`config.mk`:
```
export PLATFORM = sky130hd
export DESIGN_NAME = sample_streamer_flat
export DESIGN_NICKNAME = d
export VERILOG_FILES = /design/src/rtl/dsp_pkg.sv /design/src/rtl/sample_streamer_if.sv /design/src/rtl/sample_streamer.sv /design/src/flat_wrapper.sv
export SDC_FILE = /design/constraint.sdc
export NUM_CORES = 1
export LEC_CHECK = 0
export CAP_MARGIN = 20
export CELL_PAD_IN_SITES_DETAIL_PLACEMENT = 0
export CELL_PAD_IN_SITES_GLOBAL_PLACEMENT = 1
export CORE_AREA = 2 2 223 225
export CTS_CLUSTER_DIAMETER = 100
export DETAILED_ROUTE_END_ITERATION = 8
export DIE_AREA = 0 0 225 227
export PLACE_DENSITY = 0.57
export SYNTH_ARGS = -nofsm -noshare
export SYNTH_HDL_FRONTEND = slang
export SYNTH_SLANG_ARGS = --single-unit
export TNS_END_PERCENT = 1
```
`constraint.sdc`:
```
create_clock -name clk -period 1.98 [get_ports clk]
set_input_delay 0.297 -clock clk [delete_from_list [all_inputs] [get_ports clk]]
set_output_delay 0.297 -clock clk [all_outputs]
set_load 0.03 [all_outputs]
```
`src/rtl/dsp_pkg.sv`:
```
// Shared DSP definitions: streamer FSM encoding, default frame geometry and
// the frame counter width.
package dsp_pkg;

  localparam int DSP_DATA_WIDTH = 16;
  localparam int DSP_N          = 16;
  localparam int FRAME_CNT_W    = 8;

  typedef enum logic [2:0] {
    IDLE     = 3'd0,
    FETCH    = 3'd1,
    SEND     = 3'd2,
    DONE     = 3'd3,
    WAIT_CLR = 3'd4
  } streamer_state_e;

endpackage

```
`src/rtl/sample_streamer_if.sv`:
```
// Complex sample stream with valid/ready handshake and end-of-frame marker.
interface sample_streamer_if #(
  parameter int DATA_WIDTH = 16
);

  logic signed [DATA_WIDTH-1:0] out_real;
  logic signed [DATA_WIDTH-1:0] out_imag;
  logic                         out_valid;
  logic                         out_ready;
  logic                         out_last;

  modport master (
    output out_real,
    output out_imag,
    output out_valid,
    output out_last,
    input  out_ready
  );

  modport slave (
    input  out_real,
    input  out_imag,
    input  out_valid,
    input  out_last,
    output out_ready
  );

endinterface

```
`src/rtl/sample_streamer.sv`:
```
// Reads one complete frame from an upstream buffer and streams it sample by
// sample over a valid/ready interface, reporting completion, underrun and frame count.
module sample_streamer
  import dsp_pkg::*;
#(
  parameter int DATA_WIDTH = DSP_DATA_WIDTH,
  parameter int N          = DSP_N
) (
  input  logic                         clk,
  input  logic                         reset,
  input  logic                         buffer_ready,
  input  logic signed [DATA_WIDTH-1:0] real_in [N],
  input  logic signed [DATA_WIDTH-1:0] imag_in [N],
  input  logic                         flush,
  output logic                         read_en,
  output logic [$clog2(N)-1:0]         read_addr,
  output logic                         read_done,
  output logic                         underrun,
  output logic [FRAME_CNT_W-1:0]       frame_count,
  sample_streamer_if.master            out_if
);

  localparam int             AW       = $clog2(N);
  localparam logic [AW-1:0]  LAST_IDX = AW'(N - 1);

  streamer_state_e              state_q, state_d;
  logic [AW-1:0]                idx_q, idx_d;
  logic signed [DATA_WIDTH-1:0] out_real_q, out_real_d;
  logic signed [DATA_WIDTH-1:0] out_imag_q, out_imag_d;
  logic                         out_valid_q, out_valid_d;
  logic                         out_last_q, out_last_d;
  logic                         read_en_q, read_en_d;
  logic                         read_done_q, read_done_d;
  logic                         underrun_q, underrun_d;
  logic [FRAME_CNT_W-1:0]       frame_count_q, frame_count_d;
  logic                         handshake;

  assign handshake = out_valid_q && out_if.out_ready;

  always_comb begin
    state_d       = state_q;
    idx_d         = idx_q;
    out_real_d    = out_real_q;
    out_imag_d    = out_imag_q;
    underrun_d    = 1'b0;
    frame_count_d = frame_count_q;

    // flush beats everything; a handshake in the same cycle is simply the last one taken
    if (flush) begin
      state_d = IDLE;
      idx_d   = '0;
    end else begin
      case (state_q)
        IDLE: begin
          if (buffer_ready) begin
            state_d = FETCH;
            idx_d   = '0;
          end
        end
        FETCH: begin
          if (!buffer_ready) begin
            state_d    = IDLE;
            idx_d      = '0;
            underrun_d = 1'b1;
          end else begin
            out_real_d = real_in[idx_q];
            out_imag_d = imag_in[idx_q];
            state_d    = SEND;
          end
        end
        SEND: begin
          if (!buffer_ready) begin
            state_d    = IDLE;
            idx_d      = '0;
            underrun_d = 1'b1;
          end else if (handshake) begin
            if (idx_q == LAST_IDX) begin
              state_d       = DONE;
              frame_count_d = frame_count_q + 1'b1;
            end else begin
              state_d = FETCH;
              idx_d   = idx_q + 1'b1;
            end
          end
        end
        DONE: begin
          state_d = WAIT_CLR;
        end
        WAIT_CLR: begin
          // the finished frame must be released before another one is accepted
          if (!buffer_ready) begin
            state_d = IDLE;
          end
        end
        default: begin
          state_d = IDLE;
          idx_d   = '0;
        end
      endcase
    end

    // strobes are derived from the next state so they register alongside it
    read_en_d   = (state_d == FETCH);
    out_valid_d = (state_d == SEND);
    read_done_d = (state_d == DONE);
    out_last_d  = (state_d == SEND) && (idx_d == LAST_IDX);
  end

  always_ff @(posedge clk or posedge reset) begin
    if (reset) begin
      state_q       <= IDLE;
      idx_q         <= '0;
      out_real_q    <= '0;
      out_imag_q    <= '0;
      out_valid_q   <= 1'b0;
      out_last_q    <= 1'b0;
      read_en_q     <= 1'b0;
      read_done_q   <= 1'b0;
      underrun_q    <= 1'b0;
      frame_count_q <= '0;
    end else begin
      state_q       <= state_d;
      idx_q         <= idx_d;
      out_real_q    <= out_real_d;
      out_imag_q    <= out_imag_d;
      out_valid_q   <= out_valid_d;
      out_last_q    <= out_last_d;
      read_en_q     <= read_en_d;
      read_done_q   <= read_done_d;
      underrun_q    <= underrun_d;
      frame_count_q <= frame_count_d;
    end
  end

  assign read_en          = read_en_q;
  assign read_addr        = idx_q;
  assign read_done        = read_done_q;
  assign underrun         = underrun_q;
  assign frame_count      = frame_count_q;
  assign out_if.out_real  = out_real_q;
  assign out_if.out_imag  = out_imag_q;
  assign out_if.out_valid = out_valid_q;
  assign out_if.out_last  = out_last_q;

endmodule

```
`src/flat_wrapper.sv`:
```
// flat-port wrapper written by rule: the top's interface ports become plain ports
module sample_streamer_flat import dsp_pkg::*;
#(
  parameter int DATA_WIDTH = DSP_DATA_WIDTH,
  parameter int N          = DSP_N
)
  (clk, reset, buffer_ready, real_in, imag_in, flush, read_en, read_addr, read_done, underrun, frame_count, out_if_out_real, out_if_out_imag, out_if_out_valid, out_if_out_last, out_if_out_ready);
  sample_streamer_if #(.DATA_WIDTH(DATA_WIDTH)) out_if_i ();
  input  logic clk;
  input  logic reset;
  input  logic buffer_ready;
  input  logic signed [DATA_WIDTH-1:0] real_in[N];
  input  logic signed [DATA_WIDTH-1:0] imag_in[N];
  input  logic flush;
  output logic read_en;
  output logic [$clog2(N)-1:0] read_addr;
  output logic read_done;
  output logic underrun;
  output logic [FRAME_CNT_W-1:0] frame_count;
  output wire logic [$bits(out_if_i.out_real)-1:0] out_if_out_real;
  output wire logic [$bits(out_if_i.out_imag)-1:0] out_if_out_imag;
  output wire logic [$bits(out_if_i.out_valid)-1:0] out_if_out_valid;
  output wire logic [$bits(out_if_i.out_last)-1:0] out_if_out_last;
  input wire logic [$bits(out_if_i.out_ready)-1:0] out_if_out_ready;
  assign out_if_out_real = out_if_i.out_real;
  assign out_if_out_imag = out_if_i.out_imag;
  assign out_if_out_valid = out_if_i.out_valid;
  assign out_if_out_last = out_if_i.out_last;
  assign out_if_i.out_ready = out_if_out_ready;
  sample_streamer #(.DATA_WIDTH(DATA_WIDTH), .N(N)) u_core (.clk(clk), .reset(reset), .buffer_ready(buffer_ready), .real_in(real_in), .imag_in(imag_in), .flush(flush), .read_en(read_en), .read_addr(read_addr), .read_done(read_done), .underrun(underrun), .frame_count(frame_count), .out_if(out_if_i));
endmodule
```
==> flow_metrics.env <==
export IMPL_tns_ns=-0.1346
export IMPL_whs_ns=0.2121
export IMPL_cts_clk_slew_worst_paths_ns=0.09
export IMPL_place_gp_congestion=0.7954
export IMPL_die_w_um=225
export IMPL_vias_per_cell=4.191
export IMPL_path_cells="buf_8 -> buf_16 -> mux4_2 -> mux2_2 -> a22oi_1 -> nand2_1"
export IMPL_fp_dieH_um=227
export IMPL_met2_length_um=20190
export IMPL_postLayoutCellArea_um2=13630
export IMPL_wl_per_cell_um=23.65
export IMPL_yosysWarnings=0
export IMPL_seq_area_frac_synth=0.2168
export IMPL_end_kind="register"
export IMPL_setup_ws_ns=-0.03528
export IMPL_cp_required_ns=2.19
export IMPL_final_nets=1582
export IMPL_ctsHtreeMaxLevel=2
export IMPL_fmax_mhz=496.2
export IMPL_n_fill_cell=5098
export IMPL_synth_main_ff_cell="dfrtp_1"
export IMPL_hold_viol_final=0
export IMPL_power_density_nw_per_um2=350.6
export IMPL_die_area_um2=51080
export IMPL_portBuffers=565
export IMPL_ys_ff_latch=52
export IMPL_grt_ovfl_total=0
export IMPL_root_buffer="clkbuf_16"
export IMPL_syn_inst=445
export IMPL_route_top_layer_used="met5"
export IMPL_totalPowerFinal_mw=4.780
export IMPL_async_flop_share=1.000
export IMPL_cts_buffers=5
export IMPL_finish_utilization=0.2808
export IMPL_antenna_found_initial=11
export IMPL_crit_path_top_delay_cell="mux4_2"
export IMPL_place_area_um2=13020
export IMPL_fin_crit_ns=2.015
export IMPL_worst_slew_pin_transition_ns=0.5078
export IMPL_dr_total_vias=7100
export IMPL_cts_sinks=52
export IMPL_syn2layout_area_growth_pct=127.1
export IMPL_final_cell_mix="clkdlybuf4s50_1, mux4_2, buf_4, dfrtp_1, nand2_1"
export IMPL_dr_pass1_iters=4
export IMPL_grt_pass1_wl_um=51890
export IMPL_slowest_delay_ns=0.57
export IMPL_avgSynthCellArea_um2=13.49
export IMPL_critPathArrivalTime_ns=2.22
export IMPL_status="finished with violations"
export IMPL_wirelength_um=40060
export IMPL_drt_iter0_markers=277
export IMPL_synth_nets=964
export IMPL_hp_class="input port to async pin"
export IMPL_cp_max_fo=7
export IMPL_ir_drop_mv=0.3171
export IMPL_startpoint_type="register"
export IMPL_worstSetupStartpoint="u_core.read_addr[1]$_DFF_PP0_"
export IMPL_pin_count=566
export IMPL_insertion_delay_ns=0.33
export IMPL_skew_ns=0.01269
export IMPL_tritoncts="yes"
export IMPL_drcViolationCount=0
export IMPL_initial_core_util=0.1236
export IMPL_fp_coreArea_um2=48550
export IMPL_track_usage=0.1415
export IMPL_violations="negative setup slack"
export IMPL_met3_length_um=2979
export IMPL_rsz0062_at_grt="true"
export IMPL_final_setup_viol_count=8
export IMPL_relSlewSlack=0.6604
export IMPL_min_period_over_period=1.018
export IMPL_antenna_left=0
export IMPL_drv_slew=0
export IMPL_grt_max_degree=40
export IMPL_worstSetupPathType="register to register"
export IMPL_clock_path_buffers=2
export IMPL_mostFrequentLayoutCell="clkdlybuf4s50_1"
export IMPL_synth_edf_count=0
export IMPL_cap_violations=0
export IMPL_yosysUniqueCellTypes=46
export IMPL_wl_met1_um=16130
export IMPL_grt_pass1_vias=7557
export IMPL_power_leakage_nw=4.844
export IMPL_synth_area_um2=6002
export IMPL_hpwlAfterDp_um=32670
export IMPL_drive_gt1_frac=0.2848
export IMPL_rows=81
export IMPL_timing_rr_start="u_core.read_addr[1]$_DFF_PP0_"
-- registers in the layout (all words and copies together), names as in the netlist, 3 cells and up --
| name | count |
|---|---|
| u_core.frame_count | 8 |
| u_core.out_if.out_imag | 16 |
| u_core.out_if.out_real | 16 |
| u_core.read_addr | 4 |
| u_core.state_q | 3 |
-- cell families (layout without fill, tap and decap cells) --
group | Yosys count | after routing | synth area share
buffers and inverters | 51 | 670 | 0.04649
other | 0 | 8 | 0
multiplexers | 161 | 161 | 0.5435
adder cells (fa/ha/maj) | 2 | 2 | 0.004169
AND/OR/NAND/NOR | 97 | 97 | 0.08381
AO/OA/AOI/OAI | 75 | 75 | 0.09506
flip-flops | 52 | 52 | 0.2168
XOR/XNOR | 7 | 7 | 0.01021
-- cell usage after synthesis (2+ instances only) --
master / count / area share
mux2_2: 33 / 0.062
buf_2: 24 / 0.020
nand3_1: 7 / 0.0058
inv_1: 2 / 0.0013
a211oi_1: 2 / 0.0025
a22oi_1: 50 / 0.063
or2_2: 2 / 0.0021
o21ai_0: 2 / 0.0017
dfrtp_1: 52 / 0.22
nor2b_1: 6 / 0.0063
nor2_1: 16 / 0.010
a21oi_1: 4 / 0.0033
and3_1: 2 / 0.0021
a221o_1: 5 / 0.0083
buf_4: 4 / 0.0050
mux4_2: 126 / 0.47
and2_1: 3 / 0.0031
nor3_1: 3 / 0.0025
nand4_1: 5 / 0.0052
buf_6: 2 / 0.0038
mux4_1: 2 / 0.0088
buf_1: 2 / 0.0013
a22o_1: 6 / 0.0088
nand2_1: 41 / 0.026
clkbuf_1: 15 / 0.0094
ha_1: 2 / 0.0042
xnor2_1: 4 / 0.0058
xor2_1: 3 / 0.0044
nand2b_1: 3 / 0.0031
-- critical path: cells and delay by family (launching register included) --
kind                   cells  cell delay (ns)
AOI/OAI and AO/OA          1             0.16
buffers and inverters      2             0.30
DFF                        1             0.47
muxes                      2             0.86
and+or+nand+nor            1             0.07
-- layout make-up --
cell class | instances | area, µm² | share of cell area
Antenna cell | 8 | 20.02 | 0.001468
Clock buffer | 5 | 125.1 | 0.009178
Inverter | 2 | 7.507 | 0.0005507
Sequential cell | 52 | 1313 | 0.09627
Timing Repair Buffer | 660 | 6740 | 0.4944
Tap cell | 622 | 778.2 | 0.05709
Multi-Input combinational cell | 342 | 4621 | 0.3389
Clock inverter | 3 | 28.78 | 0.002111
-- where the power goes --
part / switching, mW / total (mW) / internal [mW]
Clock: 0.549 / 1.04 / 0.492
Combinational: 0.872 / 2.40 / 1.53
Sequential: 0.119 / 1.34 / 1.22
Total: 1.54 / 4.78 / 3.24
-- routing by layer --
metal / vias to the layer above / GRT usage
met1: 3555 / 0.1720
met5: - / 0
met4: 6 / 0.04273
met3: 35 / 0.03704
met2: 357 / 0.2451
li1: 3147 / -
-- worst paths after layout --
path,end,slack [ns],depth (start not counted)
max,u_core.out_if.out_real[4]$_DFFE_PP0P_,-0.04,6
min,u_core.frame_count[0]$_DFFE_PP0P_,0.21,2
max in group asynchronous,u_core.out_if.out_real[4]$_DFFE_PP0P_,1.31,3
min in group clk,u_core.frame_count[7]$_DFFE_PP0P_,0.48,1
max reg2reg,u_core.out_if.out_real[4]$_DFFE_PP0P_,-0.04,6
min reg2reg,u_core.frame_count[7]$_DFFE_PP0P_,0.48,1
-- per-stage QoR --
step                      setup slack [ns]  std cells
after floorplan                   -0.03250        445
after global placement             -0.2318       1664
after detailed placement           -0.2557       1664
after CTS                         -0.06415       1672
after global routing               -0.1020       1692
final                             -0.03528       1694
-- timing repair --
action | in CTS | in global routing
buffers inserted | 0 | 11
pin swaps | 0 | 23
setup endpoints to repair | 20 | 39
gates resized for setup | 8 | 65
gates cloned | 0 | 3
hold buffers | 0 | 0
Power figures use the tool's default switching activity.
